**config.mk**
```make
export PLATFORM = sky130hd
export DESIGN_NAME = sort_result_streamer_flat
export DESIGN_NICKNAME = d
export VERILOG_FILES = /design/src/rtl/sort_pkg.sv /design/src/rtl/sort_result_streamer_if.sv /design/src/rtl/sort_order_checker.sv /design/src/rtl/sort_result_streamer.sv /design/src/flat_wrapper.sv
export SDC_FILE = /design/constraint.sdc
export NUM_CORES = 1
export LEC_CHECK = 0
export CORE_UTILIZATION = 49
export DETAILED_ROUTE_END_ITERATION = 16
export DONT_BUFFER_PORTS = 1
export PLACE_DENSITY_LB_ADDON = 0.1
export SYNTH_ARGS = -nofsm -noshare
export SYNTH_HDL_FRONTEND = slang
export SYNTH_SLANG_ARGS = --single-unit
```
**constraint.sdc**
```tcl
create_clock -name clk -period 6.64 [get_ports clk]
set_input_delay 0.996 -clock clk [delete_from_list [all_inputs] [get_ports clk]]
set_output_delay 0.996 -clock clk [all_outputs]
set_load 0.01 [all_outputs]
```
**src/rtl/sort_pkg.sv**
```systemverilog
// Types and constants shared between the bubblesort block and its result streamer.
package sort_pkg;

    localparam int N_WORDS = 10;
    localparam int WORD_W  = 16;
    localparam int IDX_W   = $clog2(N_WORDS + 1);

    typedef logic [WORD_W-1:0] word_t;

    typedef enum logic [1:0] {
        IDLE    = 2'd0,
        CAPTURE = 2'd1,
        STREAM  = 2'd2,
        FIN     = 2'd3
    } state_t;

endpackage

```
**src/rtl/sort_result_streamer_if.sv**
```systemverilog
// Valid/ready word stream leaving the sort result streamer.
interface sort_result_streamer_if #(
    parameter int W  = sort_pkg::WORD_W,
    parameter int CW = sort_pkg::IDX_W
);

    logic          out_valid;
    logic          out_ready;
    logic [W-1:0]  out_data;
    logic          out_last;
    logic [CW-1:0] out_idx;

    modport master (
        output out_valid,
        output out_data,
        output out_last,
        output out_idx,
        input  out_ready
    );

    modport slave (
        input  out_valid,
        input  out_data,
        input  out_last,
        input  out_idx,
        output out_ready
    );

endinterface

```
**src/rtl/sort_order_checker.sv**
```systemverilog
// Watches accepted stream words and raises a sticky flag when one is smaller than its predecessor.
module sort_order_checker
    import sort_pkg::*;
#(
    parameter int W  = WORD_W,
    parameter int CW = IDX_W
) (
    input  logic          clk,
    input  logic          reset,
    input  logic          clear_i,
    input  logic          hs_i,
    input  logic [CW-1:0] idx_i,
    input  logic [W-1:0]  word_i,
    output logic          sort_err_o
);

    logic [W-1:0] prev_q, prev_d;
    logic         err_q, err_d;

    always_comb begin
        // NOTE: every _d starts from its _q so no branch below can leave it unassigned (no latch).
        prev_d = prev_q;
        err_d  = err_q;
        if (clear_i) begin
            prev_d = '0;
            err_d  = 1'b0;
        end else if (hs_i) begin
            prev_d = word_i;
            // Index 0 has no predecessor; equal neighbours are legal.
            if ((idx_i != '0) && (word_i < prev_q)) begin
                err_d = 1'b1;
            end
        end
    end

    // NOTE: sequential state uses non-blocking assignments so every register samples pre-edge values.
    always_ff @(posedge clk or negedge reset) begin
        if (!reset) begin
            prev_q <= '0;
            err_q  <= 1'b0;
        end else begin
            prev_q <= prev_d;
            err_q  <= err_d;
        end
    end

    assign sort_err_o = err_q;

endmodule

```
**src/rtl/sort_result_streamer.sv**
```systemverilog
// Captures the sorter's N words on done and replays them, lowest index first, on a valid/ready stream.
module sort_result_streamer
    import sort_pkg::*;
#(
    parameter int N  = N_WORDS,
    parameter int W  = WORD_W,
    parameter int CW = IDX_W
) (
    input  logic                   clk,
    input  logic                   reset,
    input  logic                   done,
    input  logic [N*W-1:0]         dat_in,
    output logic                   rd_en,
    sort_result_streamer_if.master strm,
    output logic                   stream_done,
    output logic                   sort_err,
    input  logic                   clear
);

    localparam logic [CW-1:0] LAST_IDX = CW'(N - 1);
    localparam logic [CW-1:0] ONE      = CW'(1);

    state_t        state_q, state_d;
    logic          rd_en_q, rd_en_d;
    logic          valid_q, valid_d;
    logic [W-1:0]  data_q, data_d;
    logic          last_q, last_d;
    logic [CW-1:0] idx_q, idx_d;
    logic          sdone_q, sdone_d;
    logic [W-1:0]  buf_q [N];
    logic          handshake;

    assign handshake = valid_q & strm.out_ready;

    always_comb begin
        state_d = state_q;
        rd_en_d = 1'b0;
        valid_d = valid_q;
        data_d  = data_q;
        last_d  = last_q;
        idx_d   = idx_q;
        sdone_d = sdone_q;
        if (clear) begin
            state_d = IDLE;
            valid_d = 1'b0;
            data_d  = '0;
            last_d  = 1'b0;
            idx_d   = '0;
            sdone_d = 1'b0;
        end else begin
            unique case (state_q)
                IDLE: begin
                    if (done) begin
                        state_d = CAPTURE;
                        rd_en_d = 1'b1;
                    end
                end
                CAPTURE: begin
                    // Word 0 comes straight from dat_in since the buffer is written on this same edge.
                    state_d = STREAM;
                    valid_d = 1'b1;
                    idx_d   = '0;
                    data_d  = dat_in[W-1:0];
                    last_d  = (LAST_IDX == '0);
                end
                STREAM: begin
                    if (handshake) begin
                        if (idx_q == LAST_IDX) begin
                            state_d = FIN;
                            valid_d = 1'b0;
                            last_d  = 1'b0;
                            sdone_d = 1'b1;
                        end else begin
                            idx_d  = idx_q + ONE;
                            data_d = buf_q[idx_q + ONE];
                            last_d = ((idx_q + ONE) == LAST_IDX);
                        end
                    end
                end
                FIN: begin
                    // Held until clear; done is deliberately ignored here.
                end
                default: state_d = IDLE;
            endcase
        end
    end

    always_ff @(posedge clk or negedge reset) begin
        if (!reset) begin
            state_q <= IDLE;
            rd_en_q <= 1'b0;
            valid_q <= 1'b0;
            data_q  <= '0;
            last_q  <= 1'b0;
            idx_q   <= '0;
            sdone_q <= 1'b0;
        end else begin
            state_q <= state_d;
            rd_en_q <= rd_en_d;
            valid_q <= valid_d;
            data_q  <= data_d;
            last_q  <= last_d;
            idx_q   <= idx_d;
            sdone_q <= sdone_d;
        end
    end

    // NOTE: the capture buffer has no reset; it is always written in CAPTURE before STREAM reads it.
    always_ff @(posedge clk) begin
        if (state_q == CAPTURE) begin
            for (int i = 0; i < N; i++) begin
                buf_q[i] <= dat_in[W*i +: W];
            end
        end
    end

    sort_order_checker #(
        .W  (W),
        .CW (CW)
    ) u_checker (
        .clk        (clk),
        .reset      (reset),
        .clear_i    (clear),
        .hs_i       (handshake),
        .idx_i      (idx_q),
        .word_i     (data_q),
        .sort_err_o (sort_err)
    );

    assign rd_en          = rd_en_q;
    assign stream_done    = sdone_q;
    assign strm.out_valid = valid_q;
    assign strm.out_data  = data_q;
    assign strm.out_last  = last_q;
    assign strm.out_idx   = idx_q;

endmodule

```
**src/flat_wrapper.sv**
```systemverilog
// flat-port wrapper written by rule: the top's interface ports become plain ports
module sort_result_streamer_flat import sort_pkg::*;
#(
    parameter int N  = N_WORDS,
    parameter int W  = WORD_W,
    parameter int CW = IDX_W
)
  (clk, reset, done, dat_in, rd_en, stream_done, sort_err, clear, strm_out_valid, strm_out_data, strm_out_last, strm_out_idx, strm_out_ready);
  sort_result_streamer_if #(.W(W), .CW(CW)) strm_i ();
  input  logic clk;
  input  logic reset;
  input  logic done;
  input  logic [N*W-1:0] dat_in;
  output logic rd_en;
  output logic stream_done;
  output logic sort_err;
  input  logic clear;
  output wire logic [$bits(strm_i.out_valid)-1:0] strm_out_valid;
  output wire logic [$bits(strm_i.out_data)-1:0] strm_out_data;
  output wire logic [$bits(strm_i.out_last)-1:0] strm_out_last;
  output wire logic [$bits(strm_i.out_idx)-1:0] strm_out_idx;
  input wire logic [$bits(strm_i.out_ready)-1:0] strm_out_ready;
  assign strm_out_valid = strm_i.out_valid;
  assign strm_out_data = strm_i.out_data;
  assign strm_out_last = strm_i.out_last;
  assign strm_out_idx = strm_i.out_idx;
  assign strm_i.out_ready = strm_out_ready;
  sort_result_streamer #(.N(N), .W(W), .CW(CW)) u_core (.clk(clk), .reset(reset), .done(done), .dat_in(dat_in), .rd_en(rd_en), .strm(strm_i), .stream_done(stream_done), .sort_err(sort_err), .clear(clear));
endmodule
```
==> metrics <==
status=complete, no violations; setup TNS=0 ns; drt pass-1 iters=5; kind of critical path=reg -> reg; largest net degree at the start of global routing=81; sequential fraction of the synthesis area=0.701; # DRC=0; first-pass GRT wire length=27.0 mm; Setup crit start=u_core.state_q[1]; syn avg cell area=16.4 um^2; multi-input gate area in the final layout=2290 um^2; # IOs=190; RSZ-0062 raised after global routing=no; full die area=17700 um^2; # H-tree levels=1; maximum VDD drop=0.300 mV; Slowest Stage Delay on Critical Path=0.94 ns; Die W=133 um; gpl congestion=0.756; worst clock skew=0.0281 ns; Pleak=3.16 nW; WL per Instance=23.7 um; Max Root-Sink Buffers=3; GR Util All Layers=0.206; most frequent cell after synthesis=edfxtp_1; total CTS buffers=22; Cell variety after synth=51; Vert. Die Dim=133 um; Final Hold Viols=0; FMAX=0.323 GHz; post-CTS setup buffer count=0; Final Setup Violations=0; latest clock arrival within the worst-skew pair=0.52 ns; Worst Tran Pin Value=0.995 ns; Yosys top cell area share=0.573; Hold Buf Count CTS=0; worst min path class=in -> async; PD cells=406 nW/um^2; vias per inst=5.95; initial core utilization=0.504; Setup crit start kind=register; ANT nets after route=0; worst reg2reg path startpoint=u_core.state_q[1]; CTS tree=yes; final wirelength=17.8 mm; layout cell share with drive strength beyond 1=0.153; initial antenna violation count=2; most common library cells after synthesis=edfxtp_1 (160), nand2_1 (50), dfrtp_1 (43); ys async rst share=0.212; Critical Path Fanout Max=80; slew margin rel.=0.334; number of core rows=47; crit end category=register; Mapped Area=8390 um^2; Syn-to-layout area delta=10.5%; # fillers=1308; Clock Sinks=203; Tmin final=3.10 ns; CP delay by family, top=buffers and inverters; Synth Flop Type=edfxtp_1; fin util=0.557; DR vias=4462; Slowest-stage cell, CP=nor3b_2; Seq. cell area=5880 um^2; post-synth net total=698; Max Cap Viol=0; synth top area cells=edfxtp_1 (57%), dfrtp_1 (13%), mux4_2 (8.6%); #FFs+latches synth=203; largest area contributor in the netlist=edfxtp_1; Clock transition at path regs=0.06 ns; CP Cell Sequence=inv_1, ha_4, buf_4, nor3b_2, a22oi_1, o31ai_1; Starting DRT DRC Count=292; synth warn=0; HPWL after detailed placement=12.3 mm; Core ar.=16600 um^2; post-cts resize count=0; final net count=701; Cells after Synth=512; fin crit share=0.466; Root Driver=clkbuf_16; Buffers on Ports=0; GR Overflow Total=0; Worst EP required=7.05 ns; number of enable flip-flop cells after synthesis=160; number of global-route vias before repair=4600; Worst Path Arrival=3.51 ns; max-slew violations=0; WP buf/inv=2
state kept, by name, summed over array words and instances (netlist names):
register / count
u_core.strm.out_valid: 1
u_core.u_checker.sort_err_o: 1
u_core.stream_done: 1
u_core.buf_q: 160
u_core.strm.out_data: 16
u_core.strm.out_idx: 4
u_core.rd_en: 1
u_core.strm.out_last: 1
u_core.u_checker.prev_q: 16
u_core.state_q: 2
path summary, 6_finish.rpt:
kind | endpoint | slack [ns] | depth (start not counted)
max | u_core.strm.out_data[9] | 3.54 | 6
min | u_core.strm.out_data[7] | 0.17 | 0
max reg2reg | u_core.strm.out_data[9] | 3.54 | 6
min reg2reg | u_core.u_checker.prev_q[7] | 0.52 | 2
max in group asynchronous | u_core.strm.out_idx[1] | 6.34 | 0
min in group clk | u_core.u_checker.prev_q[7] | 0.52 | 2
worst register-to-register path, delay by kind of cell (launching register included):
kind	cells	cell delay, ns
buffers and inverters	2	0.97
adders and majority gates	1	0.43
and+or+nand+nor	1	0.95
DFF	1	0.38
AOI/OAI and AO/OA	2	0.29
per-layer routing:
layer | vias up | GRT usage | routed length (um)
met5 | - | 0 | 10
met4 | 2 | 0.0549 | 362
met3 | 24 | 0.0701 | 1560
met2 | 171 | 0.326 | 8720
met1 | 2241 | 0.272 | 7150
li1 | 2024 | - | -
stage by stage:
step / area (um^2) / std cells / hold slack [ns] / setup slack (ns) / power [mW]
global placement: 8560 / 711 / 0.503 / 3.71 / 2.58
global route: 9270 / 750 / 0.150 / 3.26 / 3.94
detailed placement: 8560 / 711 / 0.510 / 3.50 / 2.62
floorplan: 8390 / 512 / 0.501 / 1.07 / 2.48
finish: 9270 / 750 / 0.174 / 3.54 / 3.76
CTS: 9270 / 749 / 0.145 / 3.50 / 3.81
cell usage in the layout, fill, tap and decap left out, types with 2 or more instances in the layout:
master / netlist / final
edfxtp_1: 160 / 160
nand2_1: 50 / 50
dfrtp_1: 43 / 42
mux4_2: 32 / 32
a21oi_1: 28 / 28
nor3_1: 26 / 26
clkbuf_16: 0 / 22
inv_1: 21 / 21
ha_1: 21 / 20
o221ai_1: 17 / 17
o31ai_1: 14 / 14
a22oi_1: 13 / 13
mux2i_1: 7 / 7
nand3_1: 6 / 6
nand2b_1: 5 / 5
nor2_1: 4 / 4
clkbuf_1: 6 / 4
buf_4: 4 / 4
nor4bb_1: 3 / 3
clkinvlp_4: 0 / 3
clkinv_1: 0 / 3
inv_2: 2 / 2
mux2_2: 2 / 2
nand2_2: 2 / 2
and2_1: 2 / 2
o21ai_0: 2 / 2
a21o_1: 2 / 2
bufinv_16: 0 / 2
clkinv_2: 0 / 2
final cells by class:
| type | count | share of cell area |
|---|---|---|
| inverters | 23 | 0.00931 |
| well taps | 220 | 0.0297 |
| repair buffers | 4 | 0.00324 |
| clock buffers | 26 | 0.0610 |
| diodes | 1 | 0.000270 |
| clock inverters | 12 | 0.0154 |
| flip-flops and latches | 203 | 0.634 |
| multi-input cells | 261 | 0.247 |
cells by family after synthesis:
logic type / synth area share
flops: 0.701
simple gates: 0.0656
compound gates: 0.0759
buf+inv: 0.0283
mux: 0.0969
fa+ha+maj: 0.0313
xor+xnor: 0.00104
where the power goes:
part           internal, mW  leakage, nW  switching (mW)
Sequential             1.81         2.09           0.149
Clock                 0.692        0.333           0.487
Combinational         0.223        0.742           0.407
Total                  2.72         3.16            1.04
No activity file was read; power rests on OpenSTA's default activity.
